[src/rtl/ps2_pkg.sv]
// Shared types and constants for the PS/2 scan-code receiver.
package ps2_pkg;

  typedef enum logic [1:0] {
    IDLE   = 2'd0,
    DATA   = 2'd1,
    PARITY = 2'd2,
    STOP   = 2'd3
  } ps2_state_t;

  localparam logic [7:0] PS2_PREFIX_EXT = 8'hE0;
  localparam logic [7:0] PS2_PREFIX_BRK = 8'hF0;

  typedef struct packed {
    logic       ext;
    logic       brk;
    logic [7:0] code;
  } ps2_entry_t;

  localparam int PS2_ENTRY_W = $bits(ps2_entry_t);

  // PS/2 uses odd parity over the eight data bits plus the parity bit.
  function automatic logic ps2_parity_ok(input logic [7:0] data, input logic par);
    return ^{data, par};
  endfunction

endpackage

[src/rtl/ps2_scan_fifo.sv]
// Synchronous first-word-fall-through FIFO with occupancy count and drop flag.
module ps2_scan_fifo #(
  parameter int DEPTH = 8,
  parameter int WIDTH = 10
) (
  input  logic                       clock50,
  input  logic                       reset,
  input  logic                       wr_en_i,
  input  logic [WIDTH-1:0]           wr_data_i,
  input  logic                       rd_en_i,
  output logic                       rd_valid_o,
  output logic [WIDTH-1:0]           rd_data_o,
  output logic [$clog2(DEPTH+1)-1:0] count_o,
  output logic                       overflow_o
);
  localparam int PW = $clog2(DEPTH);
  localparam int CW = $clog2(DEPTH + 1);
  localparam logic [CW-1:0] FULL_COUNT = CW'(DEPTH);

  logic [WIDTH-1:0] mem_q [DEPTH];
  logic [PW-1:0]    wr_ptr_q, wr_ptr_d;
  logic [PW-1:0]    rd_ptr_q, rd_ptr_d;
  logic [CW-1:0]    count_q, count_d;
  logic             empty, full, do_push, do_pop;

  assign empty = (count_q == '0);
  assign full  = (count_q == FULL_COUNT);

  // A pop frees the slot on the same edge, so a full FIFO still accepts a push then.
  assign do_pop  = rd_en_i && !empty;
  assign do_push = wr_en_i && (!full || do_pop);

  always_comb begin
    wr_ptr_d = wr_ptr_q;
    rd_ptr_d = rd_ptr_q;
    count_d  = count_q;
    if (do_push) wr_ptr_d = wr_ptr_q + 1'b1;
    if (do_pop)  rd_ptr_d = rd_ptr_q + 1'b1;
    case ({do_push, do_pop})
      2'b10:   count_d = count_q + 1'b1;
      2'b01:   count_d = count_q - 1'b1;
      default: count_d = count_q;
    endcase
  end

  always_ff @(posedge clock50) begin
    if (reset) begin
      wr_ptr_q <= '0;
      rd_ptr_q <= '0;
      count_q  <= '0;
    end else begin
      wr_ptr_q <= wr_ptr_d;
      rd_ptr_q <= rd_ptr_d;
      count_q  <= count_d;
    end
  end

  always_ff @(posedge clock50) begin
    if (do_push) mem_q[wr_ptr_q] <= wr_data_i;
  end

  assign rd_valid_o = !empty;
  assign rd_data_o  = mem_q[rd_ptr_q];
  assign count_o    = count_q;
  assign overflow_o = wr_en_i && full && !do_pop;

endmodule

[src/rtl/ps2_scan_receiver.sv]
// PS/2 keyboard receiver: input synchroniser, glitch filter, frame FSM with
// timeout, E0/F0 prefix folding and a FWFT event FIFO, all on clock50.
module ps2_scan_receiver
  import ps2_pkg::*;
#(
  parameter int FILTER_LEN     = 8,
  parameter int FIFO_DEPTH     = 8,
  parameter int TIMEOUT_CYCLES = 100000,
  parameter int DECODE_PREFIX  = 1
) (
  input  logic                            clock50,
  input  logic                            reset,
  input  logic                            ps2_clk,
  input  logic                            ps2_dat,
  input  logic                            rd_en,
  output logic                            code_valid,
  output logic [7:0]                      code,
  output logic                            code_break,
  output logic                            code_ext,
  output logic [$clog2(FIFO_DEPTH+1)-1:0] fifo_count,
  output logic                            parity_err,
  output logic                            frame_err,
  output logic                            overflow,
  output logic [1:0]                      dbg_state
);
  localparam int FW = $clog2(FILTER_LEN + 1);
  localparam int TW = $clog2(TIMEOUT_CYCLES + 1);
  localparam logic [FW-1:0] FILT_LAST = FW'(FILTER_LEN - 1);
  localparam logic [TW-1:0] TO_LIMIT  = TW'(TIMEOUT_CYCLES);
  localparam bit DECODE = (DECODE_PREFIX != 0);

  logic clk_s1_q, clk_s2_q, dat_s1_q, dat_s2_q;
  logic filt_q, filt_d;
  logic [FW-1:0] fcnt_q, fcnt_d;
  logic fall_q, fall_d;

  always_ff @(posedge clock50) begin
    if (reset) begin
      clk_s1_q <= 1'b1;
      clk_s2_q <= 1'b1;
      dat_s1_q <= 1'b1;
      dat_s2_q <= 1'b1;
    end else begin
      clk_s1_q <= ps2_clk;
      clk_s2_q <= clk_s1_q;
      dat_s1_q <= ps2_dat;
      dat_s2_q <= dat_s1_q;
    end
  end

  // Any sample matching the current filtered level restarts the run count.
  always_comb begin
    filt_d = filt_q;
    fcnt_d = '0;
    if (clk_s2_q != filt_q) begin
      if (fcnt_q == FILT_LAST) begin
        filt_d = clk_s2_q;
      end else begin
        fcnt_d = fcnt_q + 1'b1;
      end
    end
    fall_d = filt_q && !filt_d;
  end

  always_ff @(posedge clock50) begin
    if (reset) begin
      filt_q <= 1'b1;
      fcnt_q <= '0;
      fall_q <= 1'b0;
    end else begin
      filt_q <= filt_d;
      fcnt_q <= fcnt_d;
      fall_q <= fall_d;
    end
  end

  ps2_state_t    state_q, state_d;
  logic [2:0]    bit_q, bit_d;
  logic [7:0]    shift_q, shift_d;
  logic          par_q, par_d;
  logic [TW-1:0] to_q, to_d;
  logic          timeout;
  logic          ext_q, ext_d, brk_q, brk_d;
  logic          push_q, push_d;
  ps2_entry_t    entry_q, entry_d;
  logic          perr_q, perr_d, ferr_q, ferr_d;

  assign timeout = (state_q != IDLE) && !fall_q && (to_q == TO_LIMIT);

  always_comb begin
    state_d = state_q;
    bit_d   = bit_q;
    shift_d = shift_q;
    par_d   = par_q;
    to_d    = to_q;
    ext_d   = ext_q;
    brk_d   = brk_q;
    push_d  = 1'b0;
    entry_d = entry_q;
    perr_d  = 1'b0;
    ferr_d  = 1'b0;

    if (state_q == IDLE || fall_q) begin
      to_d = '0;
    end else if (to_q != TO_LIMIT) begin
      to_d = to_q + 1'b1;
    end

    if (timeout) begin
      state_d = IDLE;
      ferr_d  = 1'b1;
      ext_d   = 1'b0;
      brk_d   = 1'b0;
    end else if (fall_q) begin
      case (state_q)
        IDLE: begin
          if (!dat_s2_q) begin
            bit_d   = '0;
            state_d = DATA;
          end
        end
        DATA: begin
          shift_d = {dat_s2_q, shift_q[7:1]};
          bit_d   = bit_q + 1'b1;
          if (bit_q == 3'd7) state_d = PARITY;
        end
        PARITY: begin
          par_d   = dat_s2_q;
          state_d = STOP;
        end
        STOP: begin
          state_d = IDLE;
          // A bad stop bit outranks a parity failure: only one pulse per frame.
          if (!dat_s2_q) begin
            ferr_d = 1'b1;
            ext_d  = 1'b0;
            brk_d  = 1'b0;
          end else if (!ps2_parity_ok(shift_q, par_q)) begin
            perr_d = 1'b1;
            ext_d  = 1'b0;
            brk_d  = 1'b0;
          end else if (DECODE && shift_q == PS2_PREFIX_EXT) begin
            ext_d = 1'b1;
          end else if (DECODE && shift_q == PS2_PREFIX_BRK) begin
            brk_d = 1'b1;
          end else begin
            push_d       = 1'b1;
            entry_d.ext  = ext_q;
            entry_d.brk  = brk_q;
            entry_d.code = shift_q;
            ext_d        = 1'b0;
            brk_d        = 1'b0;
          end
        end
        default: state_d = IDLE;
      endcase
    end
  end

  always_ff @(posedge clock50) begin
    if (reset) begin
      state_q <= IDLE;
      bit_q   <= '0;
      shift_q <= '0;
      par_q   <= 1'b0;
      to_q    <= '0;
      ext_q   <= 1'b0;
      brk_q   <= 1'b0;
      push_q  <= 1'b0;
      entry_q <= '0;
      perr_q  <= 1'b0;
      ferr_q  <= 1'b0;
    end else begin
      state_q <= state_d;
      bit_q   <= bit_d;
      shift_q <= shift_d;
      par_q   <= par_d;
      to_q    <= to_d;
      ext_q   <= ext_d;
      brk_q   <= brk_d;
      push_q  <= push_d;
      entry_q <= entry_d;
      perr_q  <= perr_d;
      ferr_q  <= ferr_d;
    end
  end

  // Consumer handshake: code_valid acts as valid and rd_en as ready; the head
  // entry is popped on any edge where both are high, and rd_en alone is ignored.
  logic [PS2_ENTRY_W-1:0] head_bits;
  ps2_entry_t             head;
  logic                   head_valid;

  ps2_scan_fifo #(
    .DEPTH (FIFO_DEPTH),
    .WIDTH (PS2_ENTRY_W)
  ) u_fifo (
    .clock50    (clock50),
    .reset      (reset),
    .wr_en_i    (push_q),
    .wr_data_i  (entry_q),
    .rd_en_i    (rd_en),
    .rd_valid_o (head_valid),
    .rd_data_o  (head_bits),
    .count_o    (fifo_count),
    .overflow_o (overflow)
  );

  assign head       = ps2_entry_t'(head_bits);
  assign code_valid = head_valid;
  assign code       = head_valid ? head.code : 8'h00;
  assign code_break = head_valid && head.brk;
  assign code_ext   = head_valid && head.ext;
  assign parity_err = perr_q;
  assign frame_err  = ferr_q;
  assign dbg_state  = state_q;

endmodule

[config.mk]
export PLATFORM = sky130hd
export DESIGN_NAME = ps2_scan_receiver
export DESIGN_NICKNAME = d
export VERILOG_FILES = /design/src/rtl/ps2_pkg.sv /design/src/rtl/ps2_scan_fifo.sv /design/src/rtl/ps2_scan_receiver.sv
export SDC_FILE = /design/constraint.sdc
export NUM_CORES = 1
export LEC_CHECK = 0
export CORE_UTILIZATION = 36
export CTS_BUF_LIST = sky130_fd_sc_hd__clkbuf_4 sky130_fd_sc_hd__clkbuf_8
export DETAILED_ROUTE_END_ITERATION = 7
export PLACE_DENSITY = 0.55
export SYNTH_ARGS = -nofsm -noshare
export SYNTH_HDL_FRONTEND = slang
export SYNTH_SLANG_ARGS = --single-unit
[constraint.sdc]
create_clock -name clock50 -period 2.99 [get_ports clock50]
set_clock_uncertainty 0.05 [all_clocks]
set_input_delay 0.598 -clock clock50 [delete_from_list [all_inputs] [get_ports clock50]]
set_output_delay 0.598 -clock clock50 [all_outputs]
set_load 0.02 [all_outputs]
==> out/results.md <==
| Quantity | Reported | Unit |
|---|---|---|
| Result of the run | finished, final reports clean | - |
| HP Class | register to register | - |
| P&R area growth vs syn | 18.1 | % |
| CP max FO | 10 | - |
| Worst-Skew Late Latency | 0.44 | ns |
| Top-level I/O count | 25 | - |
| Combinational fraction of design power | 0.5 | % |
| H-Tree Level Count | 4 | - |
| Placer's final routability congestion estimate | 0.709 | - |
| Buffers added on ports | 24 | - |
| Post-detailed-routing wire length | 10900 | um |
| Final critical-path required period | 2.75 | ns |
| Worst supply voltage drop on vdd | 0.000352 | V |
| Accumulated negative setup slack | 0 | ns |
| Area fraction of the dominant cell type after synthesis | 39.8 | % |
| Overall Global Routing Usage | 13.4 | % |
| Synthesized netlist cell count | 462 | - |
| DRC violations left | 0 | - |
| Actual slew at the worst max-slew pin | 0.608 | ns |
| Sequential cell area fraction in the yosys report | 62.7 | % |
| Max Clk Rate | 0.364 | GHz |
| First-pass GRT wire length | 17900 | um |
| Part of the cycle the worst path needs | 91.8 | % |
| Initial core utilization | 37.4 | % |
| Fill cell instance count of the final layout | 1517 | - |
| Seq. cell area | 3780 | um2 |
| Hpwl dp | 6890 | um |
| Internal power | 3.23 | mW |
| Antenna viol nets, final | 0 | - |
| Setup crit end kind | output pin | - |
| Final hold violation count | 0 | - |
| Hold Worst Slack | 0.362 | ns |
| Switching power | 0.783 | mW |
| Total setup buffers inserted after CTS | 0 | - |
| Max-capacitance violation count | 0 | - |
| Top FF cell, synth | sky130_fd_sc_hd__edfxtp_1 | - |
| Ranking of synthesized cells by instance count | sky130_fd_sc_hd__edfxtp_1, sky130_fd_sc_hd__dfxtp_1, sky130_fd_sc_hd__nor2_1, sky130_fd_sc_hd__nand2_1, sky130_fd_sc_hd__mux2i_1 | - |
| Pwr Density | 563 | nW/um2 |
| Buf/Inv on CP | 2 | - |
| Leak | 2.55 | nW |
| Number of rows created at floorplan | 46 | - |
| Worst path cell trace | buf_12 > mux4_2 > mux2i_1 > nor2_1 > dlygate4sd2_1 | - |
| Count of vias placed by the detailed router | 3579 | - |
| Drt first-iter violations | 192 | - |
| Via density | 4.88 | - |
| Area inside the core boundary | 16100 | um2 |
| Tightest slew margin relative to the limit | 58.9 | % |
| Count of different cell masters after synthesis | 41 | - |
| Number of antenna repair diodes | 0 | - |
| Switching portion of total power | 19.5 | % |
| Total setup violations reported at the end of the flow | 0 | - |
| Width of the chip | 131 | um |
| Mean instance size in the synthesized netlist | 13.1 | um2 |
| Pin count of the biggest net entering global routing | 22 | - |
| Yosys warnings | 0 | - |
| Cell Area, Synth | 6030 | um2 |
| Total Die Area | 17300 | um2 |
| Total count of max-transition violations in the final report | 0 | - |
| Number of synthesized flops with an enable pin | 80 | - |
| Root cell of the clock tree | sky130_fd_sc_hd__clkbuf_8 | - |
| Endpoint arrival time on the critical path | 2.10 | ns |
| Antenna violations before repair | 0 | - |
| Delay-heaviest family, CP | multiplexers | - |
| Synthesized netlist net count | 481 | - |
| Top cells by area, synth | sky130_fd_sc_hd__edfxtp_1, sky130_fd_sc_hd__dfxtp_1, sky130_fd_sc_hd__mux4_2 | - |
| Nature of the critical path startpoint | register | - |
| Hold buffers post-CTS | 0 | - |
| Most common cell in the netlist | sky130_fd_sc_hd__edfxtp_1 | - |
| Proportion of power drawn by the clock network | 46.3 | % |
| Average detailed-routed wire length per instance | 14.9 | um |
| Sequential Power Share | 53.2 | % |
| Vias in the first global route | 3517 | - |
| Multi-input gate area | 2130 | um2 |
| Clock buffer count from CTS | 17 | - |
| CP max stage delay | 0.49 | ns |
| Post-synth top area cell | sky130_fd_sc_hd__edfxtp_1 | - |
| TritonCTS Sinks | 149 | - |
| Layout cells sized above 1 | 14.5 | % |
| DIE HEIGHT | 131 | um |
| Synthesized flop and latch total | 149 | - |
| CP Data Required Time | 2.34 | ns |
| Maximum root-to-sink buffer count | 2 | - |
| Kind of critical path | register to output pin | - |
| TritonRoute pass-1 iters | 4 | - |
| Remaining Overflow, GRT | 0 | - |
| Critical-path top delay cell | sky130_fd_sc_hd__mux4_2 | - |
| Share of flip-flops with an asynchronous set or reset after synthesis | 0 | % |
| Net total in the final layout | 524 | - |
| TritonCTS clock tree | built | - |
| Setup repair after global routing missed its margin | false | - |
| Clock-pin slew of the registers on the worst-case setup and hold paths | 0.08 | ns |
## routing by layer
layer / routed length [um] / track usage [%] / up-vias
li1: - / - / 1765
met1: 5200 / 17.0 / 1758
met2: 5270 / 21.5 / 47
met3: 383 / 4.09 / 9
met4: 89 / 4.84 / 0
met5: 0 / 0 / -
## worst paths after layout
check                                       start                 to  slack (ns)  depth (start not counted)
worst max-delay path                     register           code_ext        0.24                          5
worst min-delay path                     clk_s1_q           clk_s2_q        0.36                          1
worst max register to register  u_fifo.count_o[0]  u_fifo.count_o[2]        0.56                         10
worst min register to register           clk_s1_q           clk_s2_q        0.36                          1
## layout by cell type (no fill, tap or decap), types with 5 or more instances in the layout
| cell | instances |
|---|---|
| sky130_fd_sc_hd__or3_1 | 9 |
| sky130_fd_sc_hd__nand2_1 | 30 |
| sky130_fd_sc_hd__xor2_1 | 15 |
| sky130_fd_sc_hd__xnor2_1 | 10 |
| sky130_fd_sc_hd__nor2_1 | 65 |
| sky130_fd_sc_hd__dfxtp_1 | 68 |
| sky130_fd_sc_hd__ha_1 | 14 |
| sky130_fd_sc_hd__a21oi_1 | 22 |
| sky130_fd_sc_hd__mux4_2 | 20 |
| sky130_fd_sc_hd__inv_1 | 12 |
| sky130_fd_sc_hd__bufinv_16 | 6 |
| sky130_fd_sc_hd__clkbuf_8 | 17 |
| sky130_fd_sc_hd__nand3_1 | 16 |
| sky130_fd_sc_hd__dlygate4sd2_1 | 6 |
| sky130_fd_sc_hd__edfxtp_1 | 80 |
| sky130_fd_sc_hd__mux2i_1 | 23 |
| sky130_fd_sc_hd__clkdlybuf4s50_1 | 14 |
| sky130_fd_sc_hd__buf_4 | 16 |
| sky130_fd_sc_hd__nor4bb_1 | 5 |
| sky130_fd_sc_hd__o21ai_0 | 10 |
| sky130_fd_sc_hd__nor3_1 | 8 |
## logic make-up after synthesis
family,share of synthesized area [%]
and+or+nand+nor,12.2
DFF,62.7
muxes,11.5
AOI/OAI and AO/OA,3.92
buffers and inverters,2.03
xor gates and xnor gates,4.77
adders and majority gates,2.90
## flip-flops by register name (all words and copies together) (netlist names), 2 cells and up, named ones only
signal / count
u_fifo.mem_q: 80
bit_q: 3
u_fifo.rd_ptr_q: 3
fcnt_q: 4
dbg_state: 2
shift_q: 8
to_q: 17
entry_q: 10
u_fifo.count_o: 4
u_fifo.wr_ptr_q: 3
## final cells by class
cell class	instances	share of cell area [%]
inverters	12	0.632
clock inverters	15	3.51
multi-input cells	283	29.9
repair buffers	42	5.72
well taps	216	3.79
clock buffers	17	3.28
flip-flops and latches	149	53.1
## per-stage QoR
stage | total power [mW] | setup WS, ns | instance area (um2) | util (%) | std cells
after floorplan | 2.19 | 0.431 | 6030 | - | 462
after global placement | 2.20 | 0.176 | 6610 | 41.0 | 701
after detailed placement | 2.20 | 0.0548 | 6610 | 41.0 | 701
after CTS | 4.07 | -0.000000888 | 7090 | 44.0 | 733
after global routing | 4.14 | 0.103 | 7130 | 44.2 | 734
final | 4.01 | 0.244 | 7130 | 44.2 | 734
## power groups by stage
stage                     Clock (mW)  Combinational, mW  Sequential (mW)
final                           1.86             0.0218             2.13
after floorplan                    0             0.0124             2.18
after CTS                       1.91             0.0222             2.13
after global placement             0             0.0217             2.18
after detailed placement           0             0.0221             2.18
after global routing            1.98             0.0246             2.14
## repair_timing
item,CTS,global route
cloned,0,1
hold endpoints to repair,0,0
setup endpoints to repair,6,4
resized for setup,6,5
(Power assumes the default switching activity.)
